File: src/rtl/alu_muldiv_seq.sv
// RV32M multiply/divide sequencer that borrows the core ALU for a fixed 36-cycle schedule.
// Define MULDIV_DIV_EN to build the divide/remainder path; otherwise those ops return rsp_illegal.
module alu_muldiv_seq #(
  parameter int XLEN = 32
) (
  input  logic            clk,
  input  logic            rst_n,
  input  logic            flush,
  input  logic            req_valid,
  output logic            req_ready,
  input  logic [2:0]      req_op,
  input  logic [XLEN-1:0] req_a,
  input  logic [XLEN-1:0] req_b,
  output logic            rsp_valid,
  input  logic            rsp_ready,
  output logic [XLEN-1:0] rsp_data,
  output logic            rsp_illegal,
  output logic            busy,
  output logic [XLEN-1:0] alu_InA,
  output logic [XLEN-1:0] alu_InB,
  output logic            alu_Cin,
  output logic            alu_invA,
  output logic            alu_invB,
  output logic            alu_Sign,
  output logic [2:0]      alu_Oper,
  input  logic [XLEN-1:0] alu_Out,
  input  logic            alu_Ofl
);

  typedef enum logic [2:0] {
    S_IDLE, S_NEG_A, S_NEG_B, S_ITER, S_FIX_LO, S_FIX_HI, S_DONE
  } state_t;

  state_t          state_q, state_d;
  logic [2:0]      op_q;
  logic [XLEN-1:0] a_q, b_q;
  logic [XLEN-1:0] mag_a;
  logic [XLEN-1:0] hi, lo;
  logic [4:0]      cnt;
  logic            neg_lo, neg_hi;
  logic            a_signed, b_signed, sa, sb;
  logic            is_div;
  logic [XLEN-1:0] result;
  logic            illegal;
  logic [XLEN-1:0] neg_b_val;

`ifdef MULDIV_DIV_EN
  logic [XLEN-1:0] mag_b;
  logic [XLEN-1:0] r_shift;
  assign is_div  = op_q[2];
  assign r_shift = {hi[XLEN-2:0], lo[XLEN-1]};
`else
  assign is_div = 1'b0;
`endif

  assign a_signed  = (op_q == 3'b001) || (op_q == 3'b010) || (op_q == 3'b100) || (op_q == 3'b110);
  assign b_signed  = (op_q == 3'b001) || (op_q == 3'b100) || (op_q == 3'b110);
  assign sa        = a_signed & a_q[XLEN-1];
  assign sb        = b_signed & b_q[XLEN-1];
  assign neg_b_val = sb ? alu_Out : b_q;

  assign req_ready = (state_q == S_IDLE);
  assign busy      = (state_q != S_IDLE);
  assign alu_Sign  = 1'b0;
  assign alu_Oper  = 3'b100;

  always_ff @(posedge clk or negedge rst_n) begin
    if (!rst_n) state_q <= S_IDLE;
    else        state_q <= state_d;
  end

  // Next state and ALU drive; the ALU inverts-and-increments an operand when its inv flag is set.
  always_comb begin
    state_d  = state_q;
    alu_InA  = '0;
    alu_InB  = '0;
    alu_Cin  = 1'b0;
    alu_invA = 1'b0;
    alu_invB = 1'b0;
    case (state_q)
      S_IDLE: begin
        if (req_valid) state_d = S_NEG_A;
      end
      S_NEG_A: begin
        alu_InA  = a_q;
        alu_invA = 1'b1;
        state_d  = S_NEG_B;
      end
      S_NEG_B: begin
        alu_InA  = b_q;
        alu_invA = 1'b1;
        state_d  = S_ITER;
      end
      S_ITER: begin
`ifdef MULDIV_DIV_EN
        if (is_div) begin
          alu_InA  = r_shift;
          alu_invB = 1'b1;
          alu_InB  = mag_b;
        end else begin
          alu_InA = hi;
          alu_InB = lo[0] ? mag_a : '0;
        end
`else
        alu_InA = hi;
        alu_InB = lo[0] ? mag_a : '0;
`endif
        if (cnt == 5'd31) state_d = S_FIX_LO;
      end
      S_FIX_LO: begin
        if (neg_lo) begin
          alu_InA  = lo;
          alu_invA = 1'b1;
        end
        state_d = S_FIX_HI;
      end
      S_FIX_HI: begin
        // A remainder is negated on its own, so it always takes the carry-in.
        if (neg_hi) begin
          alu_InA  = hi;
          alu_invA = 1'b1;
          alu_InB  = '1;
          alu_Cin  = is_div | (lo == '0);
        end
        state_d = S_DONE;
      end
      S_DONE: begin
        if (rsp_valid && rsp_ready) state_d = S_IDLE;
      end
      default: state_d = S_IDLE;
    endcase
    if (flush) state_d = S_IDLE;
  end

  always_comb begin
    result  = (op_q[1:0] == 2'b00) ? lo : hi;
`ifdef MULDIV_DIV_EN
    illegal = 1'b0;
    if (op_q[2]) begin
      result = op_q[1] ? hi : lo;
      if (b_q == '0) result = op_q[1] ? a_q : '1;
    end
`else
    illegal = op_q[2];
    if (op_q[2]) result = '0;
`endif
  end

  always_ff @(posedge clk or negedge rst_n) begin
    if (!rst_n) begin
      op_q        <= '0;
      a_q         <= '0;
      b_q         <= '0;
      mag_a       <= '0;
      hi          <= '0;
      lo          <= '0;
      cnt         <= '0;
      neg_lo      <= 1'b0;
      neg_hi      <= 1'b0;
      rsp_valid   <= 1'b0;
      rsp_data    <= '0;
      rsp_illegal <= 1'b0;
`ifdef MULDIV_DIV_EN
      mag_b       <= '0;
`endif
    end else begin
      case (state_q)
        S_IDLE: begin
          if (req_valid) begin
            op_q <= req_op;
            a_q  <= req_a;
            b_q  <= req_b;
          end
        end
        S_NEG_A: mag_a <= sa ? alu_Out : a_q;
        S_NEG_B: begin
          hi     <= '0;
          lo     <= is_div ? mag_a : neg_b_val;
          cnt    <= '0;
          neg_lo <= sa ^ sb;
          neg_hi <= is_div ? sa : (sa ^ sb);
`ifdef MULDIV_DIV_EN
          mag_b  <= neg_b_val;
`endif
        end
        S_ITER: begin
          cnt <= cnt + 5'd1;
`ifdef MULDIV_DIV_EN
          if (is_div) begin
            if (hi[XLEN-1] | alu_Ofl) begin
              hi <= alu_Out;
              lo <= {lo[XLEN-2:0], 1'b1};
            end else begin
              hi <= r_shift;
              lo <= {lo[XLEN-2:0], 1'b0};
            end
          end else begin
            hi <= {alu_Ofl, alu_Out[XLEN-1:1]};
            lo <= {alu_Out[0], lo[XLEN-1:1]};
          end
`else
          hi <= {alu_Ofl, alu_Out[XLEN-1:1]};
          lo <= {alu_Out[0], lo[XLEN-1:1]};
`endif
        end
        S_FIX_LO: if (neg_lo) lo <= alu_Out;
        S_FIX_HI: if (neg_hi) hi <= alu_Out;
        S_DONE: begin
          if (!rsp_valid) begin
            rsp_valid   <= 1'b1;
            rsp_data    <= result;
            rsp_illegal <= illegal;
          end else if (rsp_ready) begin
            rsp_valid <= 1'b0;
          end
        end
        default: ;
      endcase
      if (flush) rsp_valid <= 1'b0;
    end
  end

endmodule

File: config.mk
export PLATFORM = sky130hd
export DESIGN_NAME = alu_muldiv_seq
export DESIGN_NICKNAME = d
export VERILOG_FILES = /design/src/rtl/alu_muldiv_seq.sv
export SDC_FILE = /design/constraint.sdc
export NUM_CORES = 1
export LEC_CHECK = 0
export CAP_MARGIN = 5
export CORE_MARGIN = 2
export CORE_UTILIZATION = 35
export DETAILED_ROUTE_END_ITERATION = 7
export GPL_TIMING_DRIVEN = 1
export PLACE_DENSITY = 0.66
export SLEW_MARGIN = 10
export SYNTH_ARGS = -nofsm -noshare
export SYNTH_HDL_FRONTEND = slang
export SYNTH_SLANG_ARGS = --single-unit
File: constraint.sdc
create_clock -name clk -period 5.7 [get_ports clk]
set_input_delay 1.71 -clock clk [delete_from_list [all_inputs] [get_ports clk]]
set_output_delay 1.71 -clock clk [all_outputs]
set_load 0.05 [all_outputs]
==> impl_metrics.ini <==
[timing]
slew-limit-headroom_pct = 22.3
min_period_over_period_pct = 87.7
fin_worst_skew_ps = 9.79
report.final.setup_viol = 0
final.setup.tns_ps = 0
finalHoldViolations = 0
max_clock_freq_ghz = 0.200
finalWorstSetupSlack_ps = 701
rsz0062_at_grt = false
timing.final.crit_period_ps = 5000
tightestPinTransition_ps = 1160
report.final.slew_viol_count = 0

[clocking]
cts.hold.buffers_added = 0
cts_tree = built
post_cts_buffers = 0
ctsLongestPathBuffers = 3
cts_resized = 0
clock_network_latency_to_the_later_pin_of_the_worst_skew_pair_ps = 520
cts_made_buffers = 25
clkTransAtPathRegs_ps = 60
cts_h_tree_depth = 1
cts.sinks = 206
clock_root_buffer_master = sky130_fd_sc_hd__clkbuf_16

[layout]
layout.cells.most_common_list = sky130_fd_sc_hd__dfrtp_1, sky130_fd_sc_hd__clkdlybuf4s50_1, sky130_fd_sc_hd__nand2_1
number_of_filler_instances_in_the_final_layout = 3075
final_cells = 1747
areaGrowthSynthToFinish_pct = 25.9
antenna_cells = 0
fin_area_um2 = 14400
layout.area.seq_um2 = 5160
layout_commonest_cell = sky130_fd_sc_hd__dfrtp_1
multiInputGateArea_um2 = 5700
share_of_cells_above_drive_strength_1_pct = 16.6
design.final.nets = 1394

[critical_path]
critPathMaxFanout = 25
worst_setup_path_start_kind = flop
critPathRequiredTime_ps = 3990
timing.critical_path.to_type = primary output
critical_path.cell_chain = nand4b_4 > buf_4 > nor3_1 > clkdlybuf4s50_1
worst-endpoint-arrival_ps = 3290
crit_path_largest_cell_delay_ps = 890
worstSetupPathType = flop to primary output
cp_max_delay_cell = sky130_fd_sc_hd__clkdlybuf4s50_1

[power]
power.density_cell_area_nw_per_um2 = 377
vdd.ir_drop.worst_uv = 216
totalPowerFinal_mw = 5.42
p_leak_nw = 6.05

[global_route]
grt-ovfl-total = 0
grt_pass1_wl_mm = 58.8
track_usage_pct = 22.4
grt_start_max_net_pins = 121
antenna_found_initial = 0
number_of_global_route_vias_before_repair = 9775

[placement]
port_buffers = 206
gp_congestion = 0.844
pre_cts_ws_ps = 1280
dp.final_hpwl_mm = 25.4
placed_cells = 1702
place_area_um2 = 13500

[synthesis]
number_of_synthesized_flops_with_an_enable_pin = 0
avg_cell_area_syn_um2 = 10.0
async_reset_ff_share_pct = 100
synth-seq-area-share_pct = 45.2
syn-cell-area_um2 = 11400
synthesis_stage_register_bit_count = 206
syn-instance-count = 1142
synth_top_flop_cell = sky130_fd_sc_hd__dfrtp_1
synthDistinctLibCells = 54
yosys_warnings = 0

[routing]
post_drt_via_cell_ratio = 5.67
drt.antenna.violating_nets = 0
drt_pre_antenna_iters = 5
drt-total-wl_mm = 38.4
vias = 9908
routedWlPerCell_um = 22.0
drt_iter0_markers = 939
drc_errors = 0

[floorplanning]
die-area_um2 = 34100
placementRows = 66
die-height_um = 185
fp.coreArea_um2 = 32300
die_w_um = 185
start_util_pct = 35.4
io_pins = 212

[run]
cap_viol_max_count = 0

[hold_path]
worst_hold_path_type = flop to flop

[status]
status = finished, final reports clean
final timing paths:
path	slack (ps)	startpoint	to	depth (start not counted)
min in group asynchronous	1290	rst_n	op_q[2]	1
max in group asynchronous	3130	rst_n	lo[28]	2
worst max-delay path	700	state_q[0]	alu_Cin	4
worst min-delay path	480	rsp_data[29]	rsp_data[29]	2
worst min register to register	480	rsp_data[29]	rsp_data[29]	2
worst max register to register	2530	state_q[0]	lo[0]	5
power breakdown:
group / internal, mW / switching, mW / total (mW)
combinational: 0.636 / 0.842 / 1.48
clock: 1.01 / 0.650 / 1.66
sequential: 1.82 / 0.457 / 2.28
total: 3.47 / 1.95 / 5.42
synth_stat cells, drive strengths merged, types with 2 or more instances:
library cell    n  area [µm²]
dfrtp         206        5150
nand2         108         408
nor2          103         397
a21oi          97         485
buf            71         419
mux2           67         754
mux2i          65         651
clkbuf         43         161
o21ai          38         190
a22o           34         298
a22oi          33         248
nand2b         33         206
a221o          32         320
a221oi         32         280
nor2b          32         200
nor3b          32         245
o31ai          32         330
o2111ai        30         263
nor4            8        50.1
nand3           4        25.0
and2            3        18.8
inv             3        11.3
nor3            3        20.0
o21a            3        22.5
or3             3        18.8
and3b           2        17.5
and4bb          2        25.0
conb            2        7.51
ha              2        25.0
nand3b          2        15.0
nand4           2        12.5
nand4b          2        32.5
o211ai          2        15.0
xnor2           2        17.5
through the flow:
step / hold slack, ps / utilization (%)
2_1_floorplan: 445 / -
3_3_place_gp: 461 / 41.9
3_5_place_dp: 471 / 41.9
4_1_cts: 487 / 44.5
5_1_grt: 512 / 44.5
6_report: 483 / 44.5
kinds of logic after synthesis:
kind of cell,after synthesis,synth area share [%]
buffers and inverters,117,5.18
AO/OA/AOI/OAI,340,22.0
other,2,0.0658
XOR/XNOR,2,0.153
flip-flops,206,45.2
adder cells (fa/ha/maj),2,0.219
AND/OR/NAND/NOR,341,14.9
multiplexers,132,12.3
metal layers:
| metal | track usage [%] | up-vias | share of wire [%] |
|---|---|---|---|
| met5 | 0 | - | 0 |
| met4 | 4.54 | 0 | 1.2 |
| met3 | 3.28 | 32 | 6.6 |
| met2 | 37.6 | 422 | 48 |
| met1 | 30.7 | 4957 | 44 |
| li1 | - | 4497 | - |
sequential cells by signal, indices dropped and copies added, names as in the netlist:
signal / flops
b_q: 32
hi: 32
neg_hi: 1
rsp_illegal: 1
state_q: 3
op_q: 3
rsp_valid: 1
lo: 32
mag_a: 32
cnt: 5
rsp_data: 32
a_q: 32
final cells by class:
cell class              count  area share, %
flip-flops and latches    206           35.9
inverters                   3         0.0783
well taps                 442           3.85
multi-input cells         822           39.7
clock buffers              33           4.98
clock inverters            12          0.983
repair buffers            229           14.6
worst max-delay path, delay by kind of cell, from the launching register on:
kind          cells  cell delay [ps]
simple gates      2              660
buf+inv           2             1250
flops             1              850
(Power assumes the default switching activity.)
==> RTL edit, RTL diff (same settings) <==
Reset style: synchronous (`rst_n`), changed in 2 clocked blocks.
--- a/src/rtl/alu_muldiv_seq.sv
+++ b/src/rtl/alu_muldiv_seq.sv
@@ -64,7 +64,7 @@
   assign alu_Sign  = 1'b0;
   assign alu_Oper  = 3'b100;
 
-  always_ff @(posedge clk or negedge rst_n) begin
+  always_ff @(posedge clk) begin
     if (!rst_n) state_q <= S_IDLE;
     else        state_q <= state_d;
   end
@@ -146,7 +146,7 @@
 `endif
   end
 
-  always_ff @(posedge clk or negedge rst_n) begin
+  always_ff @(posedge clk) begin
     if (!rst_n) begin
       op_q        <= '0;
       a_q         <= '0;
Function: differs if rst_n is asserted again (counterexample within 4 cycles, from zero or initial values and one cycle with rst_n low); with rst_n held inactive, the same outputs for 4 cycles.
==> RTL edit against the unedited design <==
The run now ends with design-rule violations left. Setup slack improved by 0.17 ns. Sequential cell count did not move. Synthesized cell count rose by 18%. Highest routed layer unchanged. Core utilization rose by 3.4 points. Wire length fell by 3.1%. Area after synthesis fell by 8.0%. First-iteration DRC count rose by 43%. Register-to-register slack got worse by 0.02 ns. Critical endpoint unchanged. Final area fell by 1.4%. Die area fell by 7.8%.
Power is not compared: it rests on default switching activity, and its combinational part moved more than twofold at a synthesized area within 25%.
==> RTL edit: results (changes against the unedited design) <==
Outcome
  • Status: finished, violations left
  • Failing checks: design-rule violations

GRT
  • Largest net degree at the start of global routing: 107 (-12%)
  • Gr usage total: 23.1% (+0.71 points)
  • Vias in the first global route: 9,946 (+1.7%)
  • Routing usage on met2: 36.0% (-1.6 points)
  • First-pass GRT wire length: 57.6 mm (-2.1%)
  • GR Util met3: 3.31% (+0.028 points)
  • Routing usage on met1: 33.0% (+2.3 points)

Critical path
  • Arrival @ worst endpoint: 3.12 ns (-0.17 ns)
  • Slowest stage cell on the critical path: dfxtp_2
  • Crit-path max FO: 66 (+160%)
  • R2r setup slk: 2.51 ns (-0.02 ns)
  • Crit Reg-Reg Endpoint: lo[20]
  • Max incr delay on CP: 0.79 ns (-0.10 ns)
  • FF-to-FF Start: state_q[0]
  • R2R depth: 6 (+1)

Detailed routing
  • DR DRC count: 4 (+4)
  • Met3 routed WL: 3.07 mm (+21%)
  • Post-Route M1 WL: 16.7 mm (-0.88%)
  • Routed WL: 37.2 mm (-3.1%)
  • Met2 routed WL: 16.5 mm (-11%)
  • Max Used Layer: met4
  • Pre-antenna DRT Iters: 8 (+3)
  • Iteration-0 DRC Markers: 1,340 (+43%)
  • DR vias: 10,500 (+5.6%)

Finish
  • Invs w/o clock: 2 (-1)
  • #MultiIn Comb: 1,001 (+22%)
  • Data buffer area share: 20.6% (+6.0 points)
  • Multi-input gate area: 5830 um^2 (+2.2%)
  • Sequential cell area share: 29.1% (-6.8 points)
  • Share of layout cells above drive strength 1: 9.57% (-7.0 points)
  • Clock-cell share: 5.65% (-0.31 points)
  • Non-clock buffer count: 232 (+1.3%)
  • Layout Nets: 1,574 (+13%)
  • Filler cells: 2,833 (-7.9%)
  • Clock buf count: 37 (+12%)

Min path
  • Min-delay worst type: flip-flop to flip-flop
  • Hold Path Origin: cnt[4]
  • Hold endpoint: cnt[4]

Logic synthesis
  • Fraction of the mapped netlist area in adder cells: 0.238% (+0.019 points)
  • Distinct cells, synth: 44 (-19%)
  • Mux share of post-synthesis cell area: 6.20% (-6.1 points)
  • Ranking of synthesized cells by area: dfxtp_1 39%, nand2_1 13%, mux2i_1 6.2%, a222oi_1 6.1%, a21boi_1 4.9%
  • Post-Synth XOR/XNOR Area: 0.167% (+0.013 points)
  • Synth cell count leaders: 371 x nand2_1, 206 x dfxtp_1, 100 x o21ai_0, 75 x clkbuf_1, 69 x a21boi_1
  • Sequential element share of the synthesized area: 39.3% (-5.9 points)
  • Post-synth ARST share: 0% (-100 points)
  • Most used DFF post-synth: dfxtp_1
  • Compound-gate portion of the synthesized area: 26.4% (+4.5 points)

Timing
  • Clock skew: 0.00972 ns (-0.0000743 ns)
  • Rel. slew slack: 25.1% (+2.7 points)

Placed design
  • Detailed Place HPWL: 24.8 mm (-2.1%)
  • Port Buf Inserts: 206 (unchanged)
  • Gpl congestion: 0.846 (+0.21%)

Clocking
  • CTS buffer count: 24 (-4.0%)
  • H-tree level count: 1 (unchanged)
  • Post-CTS Setup Repair Bufs: 0 (unchanged)
  • Clk Latency, worst-skew pair: 0.51 ns

Power and ir drop
  • Int Pwr: 0.00263 W
-- RTL edit: per-stage QoR --
stage	hold WS, ns	worst slack [ns]	std cells	cell area (um^2)	utilization, %
2_1_floorplan	0.435	1.93	1345	10500	-
3_3_place_gp	0.444	1.59	1831	13400	45.2
3_5_place_dp	0.463	1.52	1831	13400	45.2
4_1_cts	0.469	0.970	1874	14200	47.9
5_1_grt	0.480	0.785	1874	14200	47.9
6_report	0.469	0.874	1874	14200	47.9
-- RTL edit: worst max-delay path, delay by kind of cell (launching register included) --
kind | cells | cell delay [ns]
buf+inv | 2 | 0.72
flops | 1 | 0.79
simple gates | 3 | 1.04
-- RTL edit: cells by family (layout without fill, tap and decap cells) --
family / after synthesis / after routing
flops: 206 / 206
simple gates: 523 / 523
other cells: 2 / 5
mux: 65 / 65
xor+xnor: 2 / 2
fa+ha+maj: 2 / 2
buf+inv: 138 / 277
compound gates: 404 / 404
